[config.mk]
export PLATFORM = sky130hd
export DESIGN_NAME = tile_drawer
export DESIGN_NICKNAME = d
export VERILOG_FILES = /design/src/rtl/tile_pkg.sv /design/src/rtl/tile_scan_counter.sv /design/src/rtl/tile_drawer.sv
export SDC_FILE = /design/constraint.sdc
export NUM_CORES = 1
export LEC_CHECK = 0
export CAP_MARGIN = 0
export CORE_ASPECT_RATIO = 1.1
export CORE_MARGIN = 5
export CORE_UTILIZATION = 60
export DETAILED_ROUTE_END_ITERATION = 7
export PLACE_DENSITY = 0.82
export SLEW_MARGIN = 20
export SYNTH_ARGS = -nofsm -noshare
export SYNTH_HDL_FRONTEND = slang
export SYNTH_SLANG_ARGS = --single-unit
[constraint.sdc]
create_clock -name clock -period 3.8 [get_ports clock]
set_input_delay 0.57 -clock clock [delete_from_list [all_inputs] [get_ports clock]]
set_output_delay 0.57 -clock clock [all_outputs]
set_load 0.02 [all_outputs]
[src/rtl/tile_pkg.sv]
// Shared constants and FSM state encoding for the tile drawer.
package tile_pkg;

    localparam int TILE_SIZE_DEF = 8;

    localparam logic [2:0] COL_BLACK = 3'b000;
    localparam logic [2:0] COL_BLUE  = 3'b001;
    localparam logic [2:0] COL_GREEN = 3'b010;
    localparam logic [2:0] COL_CYAN  = 3'b011;
    localparam logic [2:0] COL_RED   = 3'b100;
    localparam logic [2:0] COL_WHITE = 3'b111;

    typedef enum logic [2:0] {
        ST_IDLE,
        ST_DRAW,
        ST_HOLD,
        ST_ERASE,
        ST_DONE
    } tile_state_e;

endpackage

[src/rtl/tile_scan_counter.sv]
// Row-major pixel offset counter shared by the draw and erase passes.
// Low half of the offset is the column, high half is the row.
module tile_scan_counter #(
    parameter  int TILE_SIZE = 8,
    localparam int OFF_W     = 2 * $clog2(TILE_SIZE)
) (
    input  logic             clk_i,
    input  logic             rst_ni,
    input  logic             clr_i,
    input  logic             en_i,
    output logic [OFF_W-1:0] next_o,
    output logic             last_o
);

    logic [OFF_W-1:0] offset_q;

    always_ff @(posedge clk_i or negedge rst_ni) begin
        if (!rst_ni) begin
            offset_q <= '0;
        end else if (clr_i) begin
            offset_q <= '0;
        end else if (en_i) begin
            offset_q <= offset_q + OFF_W'(1);
        end
    end

    // TILE_SIZE is a power of two, so the final offset is all ones.
    assign next_o = offset_q + OFF_W'(1);
    assign last_o = &offset_q;

endmodule

[src/rtl/tile_drawer.sv]
// Paints one tile pixel-per-clock, holds it lit for HOLD_CYCLES, then erases it.
// Define TILE_BORDER_EN to draw a white one-pixel border during the draw pass.
module tile_drawer
    import tile_pkg::*;
#(
    parameter int         TILE_SIZE    = TILE_SIZE_DEF,
    parameter int         HOLD_CYCLES  = 25000000,
    parameter logic [2:0] ERASE_COLOUR = COL_BLACK
) (
    input  logic       clock,
    input  logic       resetn,
    input  logic       start,
    input  logic [7:0] x_base,
    input  logic [6:0] y_base,
    input  logic [2:0] colour_in,
    output logic [7:0] vga_x,
    output logic [6:0] vga_y,
    output logic [2:0] vga_colour,
    output logic       plot,
    output logic       busy,
    output logic       done
);

    localparam int LOG2   = $clog2(TILE_SIZE);
    localparam int OFF_W  = 2 * LOG2;
    localparam int HOLD_W = (HOLD_CYCLES > 0) ? $clog2(HOLD_CYCLES + 1) : 1;
    localparam logic [HOLD_W-1:0] HOLD_LAST = HOLD_W'(HOLD_CYCLES);

`ifdef TILE_BORDER_EN
    localparam bit BORDER_EN = 1'b1;
`else
    localparam bit BORDER_EN = 1'b0;
`endif

    tile_state_e      state_q;
    logic [7:0]       x_lat_q;
    logic [6:0]       y_lat_q;
    logic [2:0]       col_lat_q;
    logic [HOLD_W-1:0] hold_q;
    logic [7:0]       vga_x_q;
    logic [6:0]       vga_y_q;
    logic [2:0]       vga_col_q;
    logic             plot_q;
    logic             busy_q;
    logic             done_q;

    logic             scan_clr_d;
    logic             scan_en_d;
    logic [OFF_W-1:0] scan_next;
    logic             scan_last;

    function automatic logic [7:0] pix_x(input logic [7:0] base, input logic [OFF_W-1:0] idx);
        return base + 8'(idx[LOG2-1:0]);
    endfunction

    function automatic logic [6:0] pix_y(input logic [6:0] base, input logic [OFF_W-1:0] idx);
        return base + 7'(idx[OFF_W-1:LOG2]);
    endfunction

    function automatic logic [2:0] draw_colour(input logic [2:0] base_col,
                                               input logic [OFF_W-1:0] idx);
        logic [LOG2-1:0] col;
        logic [LOG2-1:0] row;
        col = idx[LOG2-1:0];
        row = idx[OFF_W-1:LOG2];
        if (BORDER_EN && (col == '0 || col == '1 || row == '0 || row == '1)) begin
            return COL_WHITE;
        end
        return base_col;
    endfunction

    // Counter always points at the pixel currently on the outputs.
    always_comb begin
        scan_clr_d = 1'b0;
        scan_en_d  = 1'b0;
        case (state_q)
            ST_IDLE:  scan_clr_d = start;
            ST_DRAW: begin
                scan_en_d  = !scan_last;
                scan_clr_d = scan_last;
            end
            ST_HOLD:  scan_clr_d = (hold_q == HOLD_LAST);
            ST_ERASE: scan_en_d  = !scan_last;
            default: ;
        endcase
    end

    tile_scan_counter #(
        .TILE_SIZE(TILE_SIZE)
    ) u_scan (
        .clk_i (clock),
        .rst_ni(resetn),
        .clr_i (scan_clr_d),
        .en_i  (scan_en_d),
        .next_o(scan_next),
        .last_o(scan_last)
    );

    always_ff @(posedge clock or negedge resetn) begin
        if (!resetn) begin
            state_q   <= ST_IDLE;
            x_lat_q   <= '0;
            y_lat_q   <= '0;
            col_lat_q <= '0;
            hold_q    <= '0;
            vga_x_q   <= '0;
            vga_y_q   <= '0;
            vga_col_q <= '0;
            plot_q    <= 1'b0;
            busy_q    <= 1'b0;
            done_q    <= 1'b0;
        end else begin
            plot_q <= 1'b0;
            done_q <= 1'b0;
            case (state_q)
                ST_IDLE: begin
                    if (start) begin
                        x_lat_q   <= x_base;
                        y_lat_q   <= y_base;
                        col_lat_q <= colour_in;
                        vga_x_q   <= x_base;
                        vga_y_q   <= y_base;
                        vga_col_q <= draw_colour(colour_in, OFF_W'(0));
                        plot_q    <= 1'b1;
                        busy_q    <= 1'b1;
                        state_q   <= ST_DRAW;
                    end
                end
                ST_DRAW: begin
                    if (!scan_last) begin
                        vga_x_q   <= pix_x(x_lat_q, scan_next);
                        vga_y_q   <= pix_y(y_lat_q, scan_next);
                        vga_col_q <= draw_colour(col_lat_q, scan_next);
                        plot_q    <= 1'b1;
                    end else if (HOLD_CYCLES == 0) begin
                        vga_x_q   <= x_lat_q;
                        vga_y_q   <= y_lat_q;
                        vga_col_q <= ERASE_COLOUR;
                        plot_q    <= 1'b1;
                        state_q   <= ST_ERASE;
                    end else begin
                        hold_q  <= HOLD_W'(1);
                        state_q <= ST_HOLD;
                    end
                end
                ST_HOLD: begin
                    if (hold_q == HOLD_LAST) begin
                        vga_x_q   <= x_lat_q;
                        vga_y_q   <= y_lat_q;
                        vga_col_q <= ERASE_COLOUR;
                        plot_q    <= 1'b1;
                        hold_q    <= '0;
                        state_q   <= ST_ERASE;
                    end else begin
                        hold_q <= hold_q + HOLD_W'(1);
                    end
                end
                ST_ERASE: begin
                    if (!scan_last) begin
                        vga_x_q   <= pix_x(x_lat_q, scan_next);
                        vga_y_q   <= pix_y(y_lat_q, scan_next);
                        vga_col_q <= ERASE_COLOUR;
                        plot_q    <= 1'b1;
                    end else begin
                        done_q  <= 1'b1;
                        state_q <= ST_DONE;
                    end
                end
                ST_DONE: begin
                    busy_q  <= 1'b0;
                    state_q <= ST_IDLE;
                end
                default: begin
                    busy_q  <= 1'b0;
                    state_q <= ST_IDLE;
                end
            endcase
        end
    end

    assign vga_x      = vga_x_q;
    assign vga_y      = vga_y_q;
    assign vga_colour = vga_col_q;
    assign plot       = plot_q;
    assign busy       = busy_q;
    assign done       = done_q;

endmodule

==> flow_summary.toml <==
[status]
status = "finished, final reports clean"

[final_layout]
antenna-diode-count = 0
utilization = 0.718
stdcell_count = 530
design_area_um2 = 4790
nFillCells = 495
nNetsFinal = 476
areaGrowthSynthToFinish_pct = 15.1
layout-drive-gt1-share = 0.143

[synth]
syn_area_per_cell_um2 = 10.2
yosys-top-cells-count = "dfrtp_1, nand2_1, o21ai_0"
synth_area_leaders = "dfrtp_1, mux2_4, mux2_2, nand2_1, ha_1"
synth_area_leader_cell = "dfrtp_1"
yosysMostFrequentCell = "dfrtp_1"
synth_top_area_share = 0.439
synthesis.area_um2 = 4160
synth_ff_type = "dfrtp_1"
synthesis.nets = 440
synth_edf_count = 0
ys_types = 53
async_flop_share = 1.00
synth_cells = 407
ys_ff_latch = 73
ys_seq_area_frac = 0.439
yosys_warnings = 0

[global_route]
grt_overflow = 0
grt_start_max_net_pins = 74
grt_pass1_vias = 3357
grt_pass1_wl_um = 15600
track_usage = 0.227
antenna_found_initial = 0

[cts]
cts_hold_buf = 0
cts_sinks = 73
numCtsBuffers = 9
clock_path_buffers = 2
ctsHtreeMaxLevel = 3
cts.repair.resized = 0
clock_latency_ns = 0.35
clkTransAtPathRegs_ns = 0.08
root_buffer = "clkbuf_8"
cts_setup_buffers = 0
cts_tree = "built"

[sta]
slew_violations = 0
grt_setup_unrepaired = "no"
hold_slack_ns = 0.357
fin_crit_ns = 2.61
finalSetupViolCount = 0
maxSlewHeadroom = 0.316
setup_ws_ns = 1.19
period_share = 0.688
finalHoldViolations = 0
max_freq_ghz = 0.383
worst_pin_slew_ns = 1.02
setup_tns_ns = 0
fin_worst_skew_ns = 0.00823

[placed_design]
dpl.hpwl_um = 6450
placed_area_um2 = 4580
dpl.cell_count = 514
place_ws_ns = 1.26
gp_congestion = 0.876
io_buffers = 41

[die]
fp.dieH_um = 97.4
io_pins = 42
start_util = 0.624
core_um2 = 6670
row_count = 31
chipWidth_um = 89.4
die-area_um2 = 8710

[detailed_routing]
vias_per_cell = 6.24
avgRoutedWirePerCell_um = 17.8
drt_iter0_markers = 196
drc = 0
wirelength_um = 9410
dr.pass1.iters = 4
ant_nets = 0
num_vias = 3305

[setup_path]
reg2reg_from = "u_scan.offset_q[0]"
critPathKind = "reg2reg"
r2r_cells = 8
regToRegSetupSlack_ns = 1.19
path_max_fanout = 4
required_ns = 4.03
cp.arrival_ns = 2.85
start_kind = "register"
rr_endpoint = "vga_x[6]"
cp-end-kind = "register"

[power_and_ir_drop]
power_mw = 3.99
p_int_mw = 2.50
powerDensity_nw_per_um2 = 832
comb_power_share = 0.516
power.share.sequential = 0.323
total_leakage_power_nw = 2.01
switching_power_mw = 1.48
ir_drop_uv = 593
p_sw_frac = 0.372
pwr-share-clk = 0.161

[run]
max-cap-violations = 0

[hold_path]
hold_class = "in2async"
[layout make-up]
cell class	instances	area, um^2	area share
Clock buffer	12	155	0.0324
Inverter	15	56.3	0.0118
Timing Repair Buffer	47	453	0.0945
Clock inverter	4	51.3	0.0107
Tap cell	82	103	0.0214
Sequential cell	73	1830	0.381
Multi-Input combinational cell	297	2150	0.448
[worst max path at each step]
stage | startpoint | to | slack [ns] | depth (start not counted)
floorplan | u_scan.offset_q[0] | vga_x[6] | 1.52 | 8
global placement | u_scan.offset_q[0] | vga_x[6] | 1.37 | 8
detailed placement | u_scan.offset_q[0] | vga_x[6] | 1.26 | 8
CTS | u_scan.offset_q[0] | vga_x[6] | 1.23 | 8
global route | hold_q[0] | hold_q[22] | 1.06 | 8
finish | u_scan.offset_q[0] | vga_x[6] | 1.19 | 8
[power groups by stage]
| stage | sequential, mW | combinational [mW] | clock (mW) |
|---|---|---|---|
| detailed placement | 1.28 | 2.07 | 0 |
| finish | 1.29 | 2.06 | 0.643 |
| floorplan | 1.34 | 1.45 | 0 |
| global route | 1.32 | 2.23 | 0.686 |
| global placement | 1.28 | 1.98 | 0 |
| CTS | 1.28 | 2.07 | 0.650 |
[routing by layer]
metal	up-vias	track usage	share of wire
li1	1562	-	-
met1	1641	0.289	0.43
met2	87	0.376	0.51
met3	15	0.0416	0.038
met4	0	0.0871	0.017
met5	-	0	0
[worst max-delay path, stage by stage, from the launching register on]
cell and delay (ns):
dfrtp_1 0.44, ha_1 0.28, xor2_1 0.19, ha_1 0.34, nor2b_1 0.24, o21ai_0 0.16, o311ai_0 0.33, o311ai_0 0.21
mux2_4 0.30
[kinds of logic (layout without fill, tap and decap cells)]
family          after synthesis  count (layout)  synth area share
simple gates                137             137             0.182
compound gates              101             101             0.157
flops                        73              73             0.439
buf+inv                      37              78            0.0475
mux                          35              35             0.110
fa+ha+maj                    12              12            0.0397
xor+xnor                     12              12            0.0252
[state kept, by name, indices dropped and copies added (netlist names)]
register         flops
busy                 1
col_lat_q            3
done                 1
hold_q              25
plot                 1
state_q              3
u_scan.offset_q      6
vga_colour           3
vga_x                8
vga_y                7
x_lat_q              8
y_lat_q              7
[cells in the final DEF, fill, tap and decap left out, types with 9 or more instances in the layout]
master,instances
dfrtp_1,73
nand2_1,44
clkdlybuf4s50_1,40
o21ai_0,23
a21oi_1,21
nor2_1,19
a31oi_1,19
mux2_4,17
mux2_2,17
nand3_1,16
inv_1,15
clkbuf_8,11
ha_1,10
a21o_1,9
(Power assumes the default switching activity.)
